===== config.mk =====
export PLATFORM = sky130hd
export DESIGN_NAME = int_sched_flat
export DESIGN_NICKNAME = d
export VERILOG_FILES = /design/src/rtl/int_sched_if.sv /design/src/rtl/int_sched.sv /design/src/flat_wrapper.sv
export SDC_FILE = /design/constraint.sdc
export NUM_CORES = 1
export LEC_CHECK = 0
export BUFFER_PORTS_ARGS = -buffer_cell sky130_fd_sc_hd__buf_2
export CORE_MARGIN = 3
export CORE_UTILIZATION = 48
export CTS_BUF_LIST = sky130_fd_sc_hd__clkbuf_8
export CTS_CLUSTER_SIZE = 24
export DETAILED_ROUTE_END_ITERATION = 7
export PLACE_DENSITY_LB_ADDON = 0.05
export SYNTH_ARGS = -nofsm -noshare
export SYNTH_HDL_FRONTEND = slang
export SYNTH_SLANG_ARGS = --single-unit
export TNS_END_PERCENT = 1

===== constraint.sdc =====
create_clock -name clk -period 4.32 [get_ports clk]
set_input_delay 0.216 -clock clk [delete_from_list [all_inputs] [get_ports clk]]
set_output_delay 0.216 -clock clk [all_outputs]
set_load 0.05 [all_outputs]

===== src/rtl/int_sched_if.sv =====
// Bundle between the interrupt scheduler, the pipeline and the CP0 register block.
// The master side drives requests/status/pipeline handshake; the slave side is the scheduler.
interface int_sched_if #(
    parameter int NSRC = 3
);
    logic [NSRC-1:0] irq;
    logic [31:0]     sta;
    logic            pipe_ready;
    logic            eret;
    logic            int_req;
    logic            inta;
    logic [31:0]     cause;
    logic [31:0]     vector;
    logic [NSRC-1:0] pending;
    logic [3:0]      depth;
    logic            err;

    modport master (
        output irq, sta, pipe_ready, eret,
        input  int_req, inta, cause, vector, pending, depth, err
    );

    modport slave (
        input  irq, sta, pipe_ready, eret,
        output int_req, inta, cause, vector, pending, depth, err
    );
endinterface


===== src/rtl/int_sched.sv =====
// Nested-interrupt scheduler: latches request edges, picks the highest-priority eligible
// source, handshakes with the pipeline and tracks in-service nesting for eret unwinding.
module int_sched #(
    parameter int          NSRC       = 3,
    parameter int          DEPTH      = 4,
    parameter logic [31:0] VEC_BASE   = 32'h0000_0800,
    parameter logic [31:0] VEC_STRIDE = 32'h0000_0080
) (
    input logic       clk,
    input logic       rst_n,
    int_sched_if.slave bus
);
    typedef enum logic [1:0] {IDLE, REQ, ACK} state_t;

    state_t          state, state_nx;
    logic [NSRC-1:0] irq_q, pending_q, rise, elig, ack_mask;
    logic [3:0]      stack_q [DEPTH];
    logic [3:0]      depth_q, cur, sel, src_q;
    logic            any_elig, err_q, int_req, inta;
    logic [31:0]     cause_q, vector_q;
    logic            unused_sta;

    assign rise       = bus.irq & ~irq_q;
    assign unused_sta = ^bus.sta[31:NSRC+1];

    // Current service level is the stack top; NSRC means nothing is in service.
    always_comb begin
        cur = 4'(NSRC);
        for (int k = 0; k < DEPTH; k++) begin
            if (depth_q == 4'(k + 1)) cur = stack_q[k];
        end
    end

    always_comb begin
        elig     = '0;
        sel      = '0;
        ack_mask = '0;
        for (int i = 0; i < NSRC; i++) begin
            elig[i]     = pending_q[i] & bus.sta[0] & bus.sta[i+1] &
                          (4'(i) < cur) & (depth_q < 4'(DEPTH));
            ack_mask[i] = (state == ACK) && (src_q == 4'(i));
        end
        for (int i = NSRC - 1; i >= 0; i--) begin
            if (elig[i]) sel = 4'(i);
        end
        any_elig = |elig;
    end

    always_comb begin
        state_nx = state;
        int_req  = 1'b0;
        inta     = 1'b0;
        case (state)
            IDLE: if (any_elig) state_nx = REQ;
            REQ: begin
                int_req = 1'b1;
                if (!any_elig)          state_nx = IDLE;
                else if (bus.pipe_ready) state_nx = ACK;
            end
            ACK: begin
                inta     = 1'b1;
                state_nx = IDLE;
            end
            default: state_nx = IDLE;
        endcase
    end

    always_ff @(posedge clk or negedge rst_n) begin
        if (!rst_n) begin
            state     <= IDLE;
            irq_q     <= '0;
            pending_q <= '0;
            src_q     <= '0;
            cause_q   <= '0;
            vector_q  <= '0;
        end else begin
            state     <= state_nx;
            irq_q     <= bus.irq;
            pending_q <= (pending_q & ~ack_mask) | rise;
            if ((state == IDLE || state == REQ) && any_elig) src_q <= sel;
            // Cause/vector are loaded on entry to ACK so they are stable while inta is high.
            if (state == REQ && any_elig && bus.pipe_ready) begin
                cause_q  <= {28'd0, sel} + 32'd1;
                vector_q <= VEC_BASE + {28'd0, sel} * VEC_STRIDE;
            end
        end
    end

    // An eret colliding with ACK is dropped so the push always completes.
    always_ff @(posedge clk or negedge rst_n) begin
        if (!rst_n) begin
            depth_q <= '0;
            err_q   <= 1'b0;
            for (int k = 0; k < DEPTH; k++) stack_q[k] <= '0;
        end else begin
            if (bus.eret && (state == ACK || depth_q == 4'd0)) err_q <= 1'b1;
            if (state == ACK) begin
                for (int k = 0; k < DEPTH; k++) begin
                    if (depth_q == 4'(k)) stack_q[k] <= src_q;
                end
                depth_q <= depth_q + 4'd1;
            end else if (bus.eret && depth_q != 4'd0) begin
                depth_q <= depth_q - 4'd1;
            end
        end
    end

    assign bus.int_req = int_req;
    assign bus.inta    = inta;
    assign bus.cause   = cause_q;
    assign bus.vector  = vector_q;
    assign bus.pending = pending_q;
    assign bus.depth   = depth_q;
    assign bus.err     = err_q;
endmodule

===== src/flat_wrapper.sv =====
// flat-port wrapper written by rule: the top's interface ports become plain ports
module int_sched_flat 
#(
    parameter int          NSRC       = 3,
    parameter int          DEPTH      = 4,
    parameter logic [31:0] VEC_BASE   = 32'h0000_0800,
    parameter logic [31:0] VEC_STRIDE = 32'h0000_0080
)
  (clk, rst_n, bus_irq, bus_sta, bus_pipe_ready, bus_eret, bus_int_req, bus_inta, bus_cause, bus_vector, bus_pending, bus_depth, bus_err);
  int_sched_if #(.NSRC(NSRC)) bus_i ();
  input logic clk;
  input logic rst_n;
  input wire logic [$bits(bus_i.irq)-1:0] bus_irq;
  input wire logic [$bits(bus_i.sta)-1:0] bus_sta;
  input wire logic [$bits(bus_i.pipe_ready)-1:0] bus_pipe_ready;
  input wire logic [$bits(bus_i.eret)-1:0] bus_eret;
  output wire logic [$bits(bus_i.int_req)-1:0] bus_int_req;
  output wire logic [$bits(bus_i.inta)-1:0] bus_inta;
  output wire logic [$bits(bus_i.cause)-1:0] bus_cause;
  output wire logic [$bits(bus_i.vector)-1:0] bus_vector;
  output wire logic [$bits(bus_i.pending)-1:0] bus_pending;
  output wire logic [$bits(bus_i.depth)-1:0] bus_depth;
  output wire logic [$bits(bus_i.err)-1:0] bus_err;
  assign bus_i.irq = bus_irq;
  assign bus_i.sta = bus_sta;
  assign bus_i.pipe_ready = bus_pipe_ready;
  assign bus_i.eret = bus_eret;
  assign bus_int_req = bus_i.int_req;
  assign bus_inta = bus_i.inta;
  assign bus_cause = bus_i.cause;
  assign bus_vector = bus_i.vector;
  assign bus_pending = bus_i.pending;
  assign bus_depth = bus_i.depth;
  assign bus_err = bus_i.err;
  int_sched #(.NSRC(NSRC), .DEPTH(DEPTH), .VEC_BASE(VEC_BASE), .VEC_STRIDE(VEC_STRIDE)) u_core (.clk(clk), .rst_n(rst_n), .bus(bus_i));
endmodule

==> results of run 1 <==
-- layer usage --
metal / GRT usage / share of wire / routed length [um]
met1: 0.219 / 0.44 / 1470
met2: 0.232 / 0.46 / 1540
met3: 0.0443 / 0.079 / 263
met4: 0.0819 / 0.020 / 66
met5: 0 / 0 / 0
-- final cells by class --
class                           count  area [sq um]  area share
Timing Repair Buffer               27           140      0.0734
Inverter                           10          37.5      0.0197
Clock inverter                      1          5.00     0.00262
Sequential cell                    29           726       0.380
Multi-Input combinational cell    151           871       0.456
Clock buffer                        5          68.8      0.0361
Tap cell                           48          60.1      0.0315
-- sequential cells by signal, summed over array words and instances, names as in the netlist --
signal	cells
u_core.bus.pending	3
u_core.bus.depth	4
u_core.src_q	2
u_core.bus.err	1
u_core.bus.vector	3
u_core.state	2
u_core.bus.cause	3
u_core.stack_q	8
u_core.irq_q	3
-- kinds of logic (layout without fill, tap and decap cells) --
kind of cell	after synthesis	after routing
and+or+nand+nor	47	47
adders and majority gates	5	5
buffers and inverters	70	43
muxes	6	6
other	1	58
DFF	29	29
AOI/OAI and AO/OA	32	32
xor gates and xnor gates	3	3
-- power by group --
| group | total (mW) | internal [mW] | switching (mW) |
|---|---|---|---|
| combinational | 0.540 | 0.139 | 0.401 |
| clock | 0.206 | 0.106 | 0.100 |
| sequential | 0.382 | 0.316 | 0.0661 |
| total | 1.13 | 0.561 | 0.567 |
-- worst max-delay path: stages, from the launching register on --
cell and delay [ns]:
dfrtp_1 0.46, inv_1 0.09, ha_1 0.21, nor3b_1 0.17, o31ai_4 0.36, nand4_1 0.28, nand2_1 0.20, nor2_1 0.06
ha_1 0.28, mux2_1 0.30
-- through the flow --
stage | cell area, sq um | total power, mW
after floorplan | 2080 | 0.866
after global routing | 1910 | 1.20
after global placement | 1820 | 0.921
after detailed placement | 1820 | 0.925
after CTS | 1910 | 1.14
final | 1910 | 1.13
-- cells in the mapped netlist, drive strengths merged --
cell     count  area (sq um)
a21o         1          7.51
o22ai        3          25.0
dfrtp       29           726
nand3        4          20.0
nor2         6          22.5
ha           5          62.6
nand2b       1          6.26
conb         1          3.75
nor3b        3          22.5
inv         10          37.5
o311ai       2          35.0
o22a         1          8.76
a32oi        1          8.76
a21oi        2          10.0
xor2         2          17.5
a21boi       1          7.51
xnor2        1          8.76
a2bb2oi      4          35.0
o2bb2a       1          10.0
mux2         6          67.6
nor2b        3          18.8
o21ai        9          45.0
and3         2          12.5
nor3         1          5.00
or4          1          7.51
buf         60           445
a221oi       1          15.0
o31ai        5          56.3
o311a        1          10.0
nand4        3          18.8
or2          1          6.26
nand2       22          82.6
-- how the worst min path moves through the flow --
stage,end,slack [ns]
3_3_place_gp,u_core.bus.cause[0],0.28
2_1_floorplan,u_core.bus.cause[0],-0.08
5_1_grt,u_core.irq_q[0],0.05
3_5_place_dp,u_core.bus.cause[0],0.29
6_report,u_core.irq_q[0],0.05
4_1_cts,u_core.irq_q[1],0.05
-- cells in the final DEF (no fill, tap or decap), drive strengths merged, types with 2 or more instances in the layout --
cell     instances
nor2             6
nand4            3
dfrtp           29
o21ai            9
nor3b            3
clkbuf           5
inv             10
nand2           22
xor2             2
a2bb2oi          4
nand3            4
and3             2
conb            58
buf             26
o22ai            3
o311ai           2
nor2b            3
ha               5
o31ai            5
mux2             6
a21oi            2
==> metrics.md, run 1 <==
| Metric | Value |
|---|---|
| R2R depth | 9 |
| Area Overhead vs Synth | 2.28% |
| Simple-gate area share of the yosys netlist | 0.119 |
| Skew final | 0.00873 ns |
| Hold depth | 1 |
| Final nets | 268 |
| Worst setup path endpoint | u_core.bus.cause[1] |
| Post-synthesis compound-gate area fraction | 0.147 |
| DR vias/cell | 4.62 |
| H-Tree Depth | 2 |
| DRT iter0 DRCs | 78 |
| CP arrival | 2.70 ns |
| Slew Limit Fails | 0 |
| DRT Wirelength | 3.34 mm |
| Remaining global-route overflow | 0 |
| Drt drc | 0 |
| Final Worst Setup Slack | 1.78 ns |
| # resized after CTS | 0 |
| Final setup TNS | 0 ns |
| Largest family of logic cells by synthesized area | buffers and inverters |
| Final Hold Slack | 0.0549 ns |
| Core area | 3720 sq um |
| Chip width | 68.3 um |
| Clk Latency, worst-skew pair | 0.28 ns |
| Avg Cell Area, Syn | 9.67 sq um |
| Syn Inst Count | 193 |
| DP Wirelength | 2.52 mm |
| Worst setup path category | register to register |
| Final setup violating endpoints | 0 |
| First-pass iteration count of the detailed router | 4 |
| Relative slew slack | 0.572 |
| Inst Count DP | 264 |
| Wirelength per Cell | 12.3 um |
| Gr usage total | 0.161 |
| Root Buffer | clkbuf_8 |
| CTS tree | done |
| Max-Cap Viols | 0 |
| Pwr Density | 592 nW/um^2 |
| CTS Buf Count | 5 |
| Multiplexer area fraction after synthesis | 0.0362 |
| Status | finished clean |
| Final period util | 0.589 |
| Crit path from | u_core.bus.depth[1] |
| Number of I/O pins | 113 |
| Post-Synth Adder-Cell Area | 0.0335 |
| CP max FO | 7 |
| R2r setup slk | 1.78 ns |
| Die area | 4670 sq um |
| CTS Sinks | 29 |
| Postcts setup bufs | 0 |
| LEAKAGE | 1.03 nW |
| Reg clk slew, reported paths | 0.06 ns |
| FMAX | 0.393 GHz |
| Reg2reg start | u_core.bus.depth[1] |
| IO Port Bufs | 26 |
| Yosys cell types | 38 |
| Warnings from Yosys | 0 |
| Via count of the routed design | 1,253 |
| Clock buffer depth | 2 |
| Worst-Margin Slew | 0.642 ns |
| Share of layout cells above drive strength 1 | 0.188 |
| Hold Violations, Final | 0 |
| Capture point of the worst reg-to-reg path | u_core.bus.cause[1] |
| #FFs+latches synth | 29 |
| Die span in y | 68.3 um |
| Synth Cell Area | 1870 sq um |
| Place WS | 1.78 ns |
| CP Launch Type | register |
| Initial antenna violation count | 0 |
| Largest net degree at the start of global routing | 30 |
| Critical Path RT | 4.48 ns |
| Fill cells | 393 |
| Max VDD drop | 198 uV |
| RSZ-0062 raised after global routing | false |
| CP Capture Type | register |
| Vias in the first global route | 1,098 |
| Worst hold path type | primary input to register |
| Post-Synth XOR/XNOR Area | 0.0141 |
| Sequential area share after synthesis | 0.389 |
| Layout Utilization | 0.513 |
| Cell Count, Final, Fillers Out | 271 |
| Rows | 22 |
| First-pass GRT wire length | 5.35 mm |
| Starting Density | 0.502 |
| Remaining antenna violation count after routing | 0 |
| Hold wc startpoint | bus_irq[0] |
| Final Critical Period | 2.54 ns |
| GPL Wtd Cong | 0.825 |
| Hold-fix buffers, CTS | 1 |
| N_diodes | 0 |
Note: power is estimated with default switching activity, not from simulation.
==> inputs of run 2 (changes only) <==
Settings changed: CORE_UTILIZATION 48 to 45.
Clock period 4.32 ns to 2.4 ns, I/O delays scaled along.
==> metrics.md, run 2 (same netlist as run 1, synthesis figures left out) <==
| Metric | Value |
|---|---|
| Crit path from | u_core.bus.depth[1] |
| LEAKAGE | 1.09 nW |
| R2R depth | 9 |
| Capture point of the worst reg-to-reg path | u_core.bus.cause[1] |
| Commonest cells after routing, fill and taps aside | 58 x conb_1, 27 x dfrtp_1, 26 x buf_2 |
| Combinational power share | 0.487 |
| Slew Limit Fails | 0 |
| CP max FO | 7 |
| Switching part of the total | 0.484 |
| Area Overhead vs Synth | 10.1% |
| Drt drc | 0 |
| Wirelength per Cell | 12.1 um |
| CP top delay family | simple AND/OR/NAND/NOR gates |
| Most common cell after layout, fill and taps aside | conb_1 |
| Relative slew slack | 0.572 |
| Max-Cap Viols | 0 |
| Sequential share of power | 0.309 |
| Switching Power | 1.06 mW |
| Final setup violating endpoints | 0 |
| Final period util | 0.959 |
| Biggest register | u_core.stack_q |
| Share of layout cells above drive strength 1 | 0.251 |
| Worst setup path endpoint | u_core.bus.cause[1] |
| Die span in y | 70.4 um |
| CP Launch Type | register |
| CP Capture Type | register |
| Max VDD drop | 561 uV |
| First-pass GRT wire length | 5.41 mm |
| CP arrival | 2.46 ns |
| H-Tree Depth | 2 |
| Remaining global-route overflow | 0 |
| Gr usage total | 0.141 |
| Core area | 3830 sq um |
| Worst-Margin Slew | 0.643 ns |
| Final Critical Period | 2.30 ns |
| Fill cells | 380 |
| N_diodes | 0 |
| DR vias/cell | 4.60 |
| Worst hold path type | primary input to register |
| Remaining antenna violation count after routing | 0 |
| CTS Sinks | 29 |
| Final Hold Slack | 0.0567 ns |
| Rows | 22 |
| Status | finished clean |
| Reg clk slew, reported paths | 0.07 ns |
| Multi-input gate area | 905 sq um |
| Largest net degree at the start of global routing | 30 |
| Critical-path cell list | inv_1 > ha_2 > nor3b_2 > o31ai_4 > nand4_1 > nand2_1 > nor2_1 > ha_1 > mux2_1 |
| Int Power | 1.13 mW |
| Max FFs per register | 8 |
| FMAX | 0.434 GHz |
| CP Depth | 9 |
| Final nets | 278 |
| Skew final | 0.00941 ns |
| CTS Buf Count | 5 |
| Pwr Density | 1070 nW/um^2 |
| Initial antenna violation count | 0 |
| IO Port Bufs | 26 |
| Starting Density | 0.488 |
| Worst setup path category | register to register |
| Final Worst Setup Slack | 0.0985 ns |
| R2r setup slk | 0.1 ns |
| Root Buffer | clkbuf_8 |
| Final setup TNS | 0 ns |
| GPL Wtd Cong | 0.856 |
| Storage cell area | 728 sq um |
| Number of I/O pins | 113 |
| Hold Violations, Final | 0 |
| DRT iter0 DRCs | 51 |
| DP Wirelength | 2.66 mm |
| Slowest-stage cell, CP | dfrtp_2 |
| Die area | 4950 sq um |
| Via count of the routed design | 1,302 |
| Cell Count, Final, Fillers Out | 283 |
| Hold wc startpoint | bus_eret |
| Critical Path RT | 2.56 ns |
| Clk Latency, worst-skew pair | 0.29 ns |
| Inst Count DP | 270 |
| Reg2reg start | u_core.bus.depth[1] |
| Vias in the first global route | 1,138 |
| RSZ-0062 raised after global routing | false |
| Max incr delay on CP | 0.42 ns |
| Clock buffer depth | 2 |
| DRT Wirelength | 3.42 mm |
| Worst path bufs/invs | 1 |
| Place WS | 0.0312 ns |
| CTS tree | done |
| Chip width | 70.4 um |
| Clock network fraction of total power | 0.204 |
| First-pass iteration count of the detailed router | 4 |
==> run 2: power by group through the flow <==
stage          Combinational [mW]  Sequential (mW)  Clock (mW)
3_3_place_gp                 1.03            0.686           0
5_1_grt                      1.14            0.695       0.479
3_5_place_dp                 1.04            0.688           0
6_report                     1.07            0.678       0.447
4_1_cts                      1.05            0.679       0.459
2_1_floorplan               0.733            0.843           0
==> run 2: repair_timing <==
action	4_1_cts	5_1_grt
setup endpoints to repair	0	2
endpoints found under the hold margin	32	0
setup buffers	0	1
hold buffers	4	0
gates resized for setup	0	3
==> run 2: final cells by class <==
| cell class | count | share of cell area |
|---|---|---|
| Inverter | 10 | 0.0183 |
| Sequential cell | 29 | 0.354 |
| Timing Repair Buffer | 37 | 0.108 |
| Multi-Input combinational cell | 151 | 0.440 |
| Clock inverter | 1 | 0.00244 |
| Clock buffer | 7 | 0.0469 |
| Tap cell | 48 | 0.0292 |
==> run 2: layer usage <==
metal,share of wire,vias to the layer above,wire length [um],track usage
met1,0.45,613,1530,0.188
met4,0.021,0,72,0.0702
li1,-,624,-,-
met2,0.45,59,1530,0.200
met5,0,-,0,0
met3,0.084,6,286,0.0489
==> run 2: worst min-delay path by stage <==
stage | end | slack, ns | cells past startpoint
floorplan | u_core.bus.cause[0] | -0.18 | 0
global placement | u_core.stack_q[8] | 0.19 | 1
detailed placement | u_core.stack_q[8] | 0.19 | 1
CTS | u_core.bus.err | 0.05 | 2
global route | u_core.bus.err | 0.06 | 2
finish | u_core.bus.err | 0.06 | 2
==> run 2: through the flow <==
stage	total power, mW	utilization	cell area, sq um
2_1_floorplan	1.58	-	2090
3_3_place_gp	1.72	0.492	1880
3_5_place_dp	1.73	0.492	1880
4_1_cts	2.19	0.529	2030
5_1_grt	2.32	0.537	2050
6_report	2.19	0.537	2050
